<file path="src/rtl/fib_seq_gen.sv">
// Fibonacci-type term generator with programmable seeds and valid/ready output.
// Ports: clk, reset (async, active-low), start/stop pulses, mode (0=restart, 1=stop
// on overflow), seed0/seed1, out_ready -> out_valid, number, index, overflow, busy.
// Optional FIB_TERM_LIMIT_EN: adds term_limit input and done pulse output.
module fib_seq_gen #(
   parameter int WIDTH = 8,
   parameter int IDX_W = 8
) (
   input  logic             clk,
   input  logic             reset,
   input  logic             start,
   input  logic             stop,
   input  logic             mode,
   input  logic [WIDTH-1:0] seed0,
   input  logic [WIDTH-1:0] seed1,
   input  logic             out_ready,
`ifdef FIB_TERM_LIMIT_EN
   input  logic [IDX_W-1:0] term_limit,
   output logic             done,
`endif
   output logic             out_valid,
   output logic [WIDTH-1:0] number,
   output logic [IDX_W-1:0] index,
   output logic             overflow,
   output logic             busy
);

   typedef enum logic [1:0] {
      IDLE,
      RUN,
      DONE
   } state_t;

   state_t           state_q;
   logic [WIDTH-1:0] number_q;
   logic [WIDTH-1:0] b_q;
   logic             b_ovf_q;
   logic [IDX_W-1:0] index_q;
   logic             valid_q;
   logic             ovf_q;
   logic             busy_q;

   logic [WIDTH:0]   sum_d;
   logic [IDX_W-1:0] index_d;
   logic             accept;
   logic             lim_hit;

   // b_ovf holds the carry of the term after number; it is only acted on
   // when that term would actually be presented.
   assign sum_d   = {1'b0, number_q} + {1'b0, b_q};
   assign index_d = index_q + {{(IDX_W-1){1'b0}}, 1'b1};
   assign accept  = (state_q == RUN) && valid_q && out_ready;

`ifdef FIB_TERM_LIMIT_EN
   logic [IDX_W-1:0] limit_q;
   logic             done_q;

   assign lim_hit = (limit_q != '0) && (index_q == limit_q);
   assign done    = done_q;
`else
   assign lim_hit = 1'b0;
`endif

   always_ff @(posedge clk or negedge reset) begin
      if (!reset) begin
         state_q  <= IDLE;
         number_q <= '0;
         b_q      <= '0;
         b_ovf_q  <= 1'b0;
         index_q  <= '0;
         valid_q  <= 1'b0;
         ovf_q    <= 1'b0;
         busy_q   <= 1'b0;
`ifdef FIB_TERM_LIMIT_EN
         limit_q  <= '0;
         done_q   <= 1'b0;
`endif
      end else begin
         ovf_q <= 1'b0;
`ifdef FIB_TERM_LIMIT_EN
         done_q <= 1'b0;
`endif
         if (stop) begin
            state_q <= IDLE;
            valid_q <= 1'b0;
            busy_q  <= 1'b0;
         end else if (start) begin
            state_q  <= RUN;
            number_q <= seed0;
            b_q      <= seed1;
            b_ovf_q  <= 1'b0;
            index_q  <= '0;
            valid_q  <= 1'b1;
            busy_q   <= 1'b1;
`ifdef FIB_TERM_LIMIT_EN
            limit_q  <= term_limit;
`endif
         end else if (accept) begin
            if (lim_hit) begin
               state_q <= DONE;
               valid_q <= 1'b0;
               busy_q  <= 1'b0;
`ifdef FIB_TERM_LIMIT_EN
               done_q  <= 1'b1;
`endif
            end else if (!b_ovf_q) begin
               number_q         <= b_q;
               {b_ovf_q, b_q}   <= sum_d;
               index_q          <= index_d;
            end else if (!mode) begin
               // wrap: restart from freshly sampled seeds
               number_q <= seed0;
               b_q      <= seed1;
               b_ovf_q  <= 1'b0;
               index_q  <= '0;
               ovf_q    <= 1'b1;
`ifdef FIB_TERM_LIMIT_EN
               limit_q  <= term_limit;
`endif
            end else begin
               state_q <= DONE;
               valid_q <= 1'b0;
               busy_q  <= 1'b0;
               ovf_q   <= 1'b1;
            end
         end
      end
   end

   assign out_valid = valid_q;
   assign number    = number_q;
   assign index     = index_q;
   assign overflow  = ovf_q;
   assign busy      = busy_q;

endmodule

</file>
<file path="config.mk">
export PLATFORM = sky130hd
export DESIGN_NAME = fib_seq_gen
export DESIGN_NICKNAME = d
export VERILOG_FILES = /design/src/rtl/fib_seq_gen.sv
export SDC_FILE = /design/constraint.sdc
export NUM_CORES = 1
export LEC_CHECK = 0
export CAP_MARGIN = 20
export CORE_MARGIN = 2
export CORE_UTILIZATION = 45
export DETAILED_ROUTE_END_ITERATION = 8
export GPL_TIMING_DRIVEN = 0
export PLACE_DENSITY = 0.82
export SYNTH_ARGS = -nofsm -noshare
export SYNTH_HDL_FRONTEND = slang
export SYNTH_SLANG_ARGS = --single-unit
</file>
<file path="constraint.sdc">
create_clock -name clk -period 4 [get_ports clk]
set_input_delay 0.4 -clock clk [delete_from_list [all_inputs] [get_ports clk]]
set_output_delay 0.4 -clock clk [all_outputs]
set_load 0.01 [all_outputs]
</file>
==> impl_metrics.py, run 1 <==
metrics = {
    "final_layout": {
        "nets": 263,
        "drive_above_1_share": 0.06087,
        "area_growth_pct": 32.98,
        "final_cell_mix": "clkdlybuf4s50_1, dfrtp_1, nor2_1",
        "fillers": 311,
        "seq_area_um2": 700.7,
        "multi_input_area_um2": 880.8,
        "fin_area_um2": 2215,
        "diodes": 0,
        "final_common_cell": "clkdlybuf4s50_1",
    },
    "sta": {
        "setup_violations": 0,
        "skew_ns": 0.003596,
        "fin_tns_setup_ns": 0,
        "tightest_slew_ns": 0.7513,
        "fin_crit_sh": 0.4855,
        "fmax_mhz": 514.9,
        "slew_headroom": 0.4976,
        "rsz0062_at_grt": "no",
        "drv_slew": 0,
        "fin_crit_ns": 1.942,
        "whs_ns": 0.4917,
        "hold_viol": 0,
    },
    "logic_synthesis": {
        "ys_seq_area_frac": 0.4207,
        "synth.largest_area_cell": "dfrtp_1",
        "ys.flop_type": "dfrtp_1",
        "synth_warnings": 0,
        "syn-cell-area_um2": 1665,
        "synth.ff_latch_count": 28,
        "syn_nets": 218,
        "async_reset_ff_frac": 1.000,
        "synthCells": 186,
        "avgSynthCellArea_um2": 8.953,
        "yosysUniqueCellTypes": 40,
        "yosys-top-cells-area": "dfrtp_1, ha_1, a21oi_1",
        "synth.top_cell.area_share": 0.4207,
        "synth_edf_count": 0,
    },
    "clocking": {
        "cts.clk_slew.worst_paths_ns": 0.10,
        "cts_resized": 0,
        "htreeDepth": 1,
        "cts_tree": "yes",
        "root_buffer": "clkbuf_8",
        "cts_setup_buffers": 0,
        "insertion_delay_ns": 0.28,
        "cts_num_sinks": 28,
        "postCtsHoldBufs": 0,
        "cts_made_buffers": 3,
        "max-clock-path-buffers": 2,
    },
    "pwr": {
        "p_switching_uw": 431.7,
        "ir_drop_v": 0.0003202,
        "powerDensity_nw_per_um2": 530.9,
        "internal_power_uw": 744.0,
        "p_comb_frac": 0.469,
        "swShare": 0.3672,
        "power_frac_seq": 0.339,
        "total_leakage_power_uw": 0.0009742,
        "clock_power_share": 0.193,
    },
    "routing": {
        "firstDrtPassIters": 4,
        "ant_nets": 0,
        "viasPerCell": 5.572,
        "drt-wirelength-per-cell_um": 14.15,
        "vias": 1549,
        "drtIter0Drc": 116,
        "wl_mm": 3.933,
        "drc_errors": 0,
    },
    "worst_setup_path": {
        "setup.worst_path.start_class": "input pin",
        "crit_fanout": 10,
        "rr_startpoint": "b_q[0]",
        "cp-end-kind": "flop",
        "crit_type": "input pin to flop",
        "r2r_cells": 8,
        "cp.arrival_ns": 2.11,
        "cp_data_required_time_ns": 4.17,
        "crit_start": "start",
    },
    "place": {
        "portBuffers": 39,
        "post-dp-hpwl_mm": 2.910,
        "place.gp.congestion": 0.8009,
        "place_area_um2": 2143,
    },
    "job": {
        "cap_violations": 0,
    },
    "floorplanning": {
        "die_h_um": 64.84,
        "die_w_um": 64.84,
        "ios": 41,
        "fp-row-count": 22,
        "core-area_um2": 3606,
        "dieArea_um2": 4204,
        "floorplan.initialDensity": 0.4618,
    },
    "min_path": {
        "hold_path_depth": 2,
        "min_from": "stop",
        "hp-class": "input pin to flop",
    },
    "global_route": {
        "antenna_found_initial": 0,
        "grt_max_degree": 17,
        "grt_overflow": 0,
        "first_global_vias": 1616,
        "grt_pass1_wl_mm": 7.217,
        "grt_use_total": 0.2168,
    },
    "outcome": {
        "status": "finished clean",
    },
}
## registers in the layout, indices dropped and copies added, names as in the netlist
name      count
b_ovf_q       1
b_q           8
index         8
number        8
overflow      1
state_q       2
## power groups by stage
| stage | Combinational, uW | Clock (uW) | Sequential (uW) |
|---|---|---|---|
| floorplan | 377 | 0 | 402 |
| global placement | 529 | 0 | 400 |
| detailed placement | 545 | 0 | 402 |
| CTS | 550 | 228 | 397 |
| global route | 625 | 245 | 406 |
| finish | 551 | 226 | 398 |
## metrics by stage
stage | worst slack [ns] | cells | util | total power [uW]
after global placement | 1.808 | 273 | 0.5867 | 928.2
final | 2.058 | 278 | 0.6142 | 1176
after detailed placement | 1.765 | 274 | 0.5944 | 946.5
after floorplan | 2.216 | 186 | - | 779.0
after global routing | 1.874 | 278 | 0.6142 | 1277
after CTS | 2.047 | 278 | 0.6142 | 1175
## worst paths after layout
| kind | slack, ns | end |
|---|---|---|
| worst min-delay path | 0.49 | state_q[0] |
| worst max-delay path | 2.06 | index[7] |
| max in group asynchronous | 2.92 | index[0] |
| worst min register to register | 0.55 | b_q[4] |
| min in group asynchronous | 0.55 | b_ovf_q |
| worst max register to register | 2.07 | b_ovf_q |
## cells in the mapped netlist, types with 3 or more instances
master / count
nand2_1: 17
nand4_1: 3
buf_4: 3
a21oi_1: 20
clkbuf_1: 4
nand3_1: 3
ha_1: 9
inv_1: 7
dfrtp_1: 28
xor2_1: 7
nor2_1: 24
o22ai_1: 10
o21ai_0: 6
o21ai_1: 5
and3_1: 8
## kinds of logic after synthesis
family                     count (synthesis)  synth area share
adders and majority gates                 10           0.07964
buffers and inverters                     17           0.05033
xor gates and xnor gates                   9           0.04734
DFF                                       28            0.4207
AOI/OAI and AO/OA                         58            0.2134
and+or+nand+nor                           64            0.1886
## metal layers
metal / wire length [um] / part of all wire / track usage / vias up
met5: 0 / 0 / 0 / -
met4: 38 / 0.0097 / 0.06915 / 0
met3: 179 / 0.046 / 0.03646 / 5
met2: 1932 / 0.49 / 0.3686 / 43
met1: 1782 / 0.45 / 0.2806 / 747
li1: - / - / - / 754
## critical path: stages
cell and delay [ns]:
clkdlybuf4s50_1 0.65, nor2b_1 0.12, a221oi_2 0.38, buf_6 0.21, nand4_1 0.12, xor2_1 0.16, nor2_1 0.05
## layout make-up
| cell class | count | area share |
|---|---|---|
| multi-input cells | 141 | 0.3977 |
| flip-flops and latches | 28 | 0.3164 |
| repair buffers | 40 | 0.1887 |
| well taps | 48 | 0.02712 |
| plain buffers | 9 | 0.02429 |
| clock buffers | 3 | 0.01864 |
| clock inverters | 1 | 0.01356 |
| inverters | 8 | 0.01356 |
No activity file was read; power rests on OpenSTA's default activity.
==> inputs of run 2 (changes only) <==
CORE_UTILIZATION = 44   (was 45)
PLACE_DENSITY = 0.83   (was 0.82)
clock period = 1.7 ns   (was 4 ns; I/O delays follow)
==> impl_metrics.py, run 2 (same netlist as run 1, synthesis figures left out) <==
metrics = {
    "place": {
        "placedCellCount": 274,
        "portBuffers": 39,
        "place.gp.congestion": 0.7917,
        "post-dp-hpwl_mm": 3.037,
        "preCtsSetupSlack_ns": -0.2773,
    },
    "sta": {
        "slew_headroom": 0.4852,
        "fin_crit_sh": 1.046,
        "fmax_mhz": 562.4,
        "drv_slew": 0,
        "timing.final.ws_setup_ns": -0.07796,
        "whs_ns": 0.2595,
        "skew_ns": 0.001617,
        "setup_violations": 1,
        "rsz0062_at_grt": "yes",
        "hold_viol": 0,
        "fin_tns_setup_ns": -0.07796,
        "tightest_slew_ns": 0.7698,
        "fin_crit_ns": 1.778,
    },
    "pwr": {
        "powerDensity_nw_per_um2": 1277,
        "total_leakage_power_uw": 0.001019,
        "ir_drop_v": 0.0008310,
    },
    "min_path": {
        "hold_path_depth": 2,
        "hp-class": "input pin to flop",
        "min_to": "state_q[0]",
        "min_from": "stop",
    },
    "clocking": {
        "postCtsHoldBufs": 0,
        "cts_made_buffers": 3,
        "cts_tree": "yes",
        "insertion_delay_ns": 0.27,
        "root_buffer": "clkbuf_8",
        "max-clock-path-buffers": 2,
        "cts.clk_slew.worst_paths_ns": 0.10,
        "cts_num_sinks": 28,
        "htreeDepth": 1,
    },
    "global_route": {
        "grt_pass1_wl_mm": 7.251,
        "antenna_found_initial": 0,
        "first_global_vias": 1576,
        "grt_max_degree": 16,
        "grt_overflow": 0,
        "grt_use_total": 0.2147,
    },
    "floorplanning": {
        "die_h_um": 65.52,
        "ios": 41,
        "floorplan.initialDensity": 0.4549,
        "dieArea_um2": 4293,
        "fp-row-count": 22,
        "core-area_um2": 3661,
        "die_w_um": 65.52,
    },
    "worst_setup_path": {
        "slowest_stage": "dfrtp_1",
        "cp_data_required_time_ns": 1.91,
        "r2r_cells": 8,
        "cp.arrival_ns": 1.98,
        "ff2ff_setup_slack_ns": -0.08,
        "setup.worst_path.start_class": "flop",
        "crit_type": "flop to flop",
        "max_stage_delay_ns": 0.37,
        "cp-end-kind": "flop",
        "rr_startpoint": "number[0]",
        "crit_fanout": 3,
        "cp_cell_sequence": "ha_2, inv_2, fa_2, nor2b_4, o31ai_4, a211oi_2, o21ai_1, a21oi_1",
        "r2r_end": "b_ovf_q",
    },
    "final_layout": {
        "diodes": 0,
        "final_common_cell": "clkdlybuf4s50_1",
        "nets": 269,
        "utilization": 0.6377,
        "fin_cells": 284,
        "drive_above_1_share": 0.1441,
        "area_growth_pct": 40.20,
        "final_cell_mix": "clkdlybuf4s50_1, dfrtp_1, nor2_1",
    },
    "routing": {
        "viasPerCell": 5.430,
        "ant_nets": 0,
        "drtIter0Drc": 91,
        "wl_mm": 4.147,
        "drc_errors": 0,
        "drt-wirelength-per-cell_um": 14.60,
        "firstDrtPassIters": 4,
        "vias": 1542,
    },
    "outcome": {
        "violations": "setup timing",
        "status": "finished with violations",
    },
    "job": {
        "cap_violations": 0,
    },
}
## run 2: cell count changes in the layout (fill, tap and decap cells not counted), moves of 2 or more
cell      before  now
buf_4          3    8
clkbuf_1       4    2
clkbuf_2       0    2
ha_1           9    5
ha_4           0    3
## run 2: worst max-delay path by stage
stage | from | cells past startpoint | to
floorplan | number[0] | 8 | b_ovf_q
global placement | start | 7 | index[7]
detailed placement | start | 6 | b_q[6]
CTS | number[0] | 8 | b_q[6]
global route | b_q[0] | 8 | b_ovf_q
finish | number[0] | 8 | b_ovf_q
## run 2: what timing repair did
action / CTS / global route
setup buffers: 4 / 2
endpoints found under the setup margin: 4 / 20
endpoints found under the hold margin: 0 / 0
pin swaps: 5 / 4
gates cloned: 0 / 0
resized for setup: 7 / 8
## run 2: report_power, final
group / switching [uW] / internal [uW] / leakage (uW)
Clock: 211 / 208 / 0.0000288
Sequential: 151 / 806 / 0.000343
Combinational: 778 / 827 / 0.000647
Total: 1140 / 1840 / 0.00102
## run 2: worst max-delay path: cells and delay by family (launching register included)
family	cells	cell delay, ns
adder cells (fa/ha/maj)	2	0.56
AO/OA/AOI/OAI	4	0.57
AND/OR/NAND/NOR	1	0.15
buffers and inverters	1	0.04
flip-flops	1	0.37
## run 2: final cells by class
cell class              count  area, um2
flip-flops and latches     28      701.9
plain buffers               9      62.56
fillers                   327       1326
well taps                  48      60.06
multi-input cells         141      959.7
clock buffers               4      55.05
repair buffers             46      465.4
inverters                   8      30.03
## run 2: routing by layer
| metal | GRT usage | part of all wire |
|---|---|---|
| met1 | 0.2750 | 0.44 |
| met5 | 0 | 0 |
| met3 | 0.02055 | 0.037 |
| met4 | 0.03906 | 0.0046 |
| met2 | 0.3941 | 0.52 |
## run 2: metrics by stage
stage	power, uW	instance area [um2]
floorplan	1880	1683
global placement	2235	2133
detailed placement	2299	2161
CTS	2907	2298
global route	3226	2335
finish	2981	2335
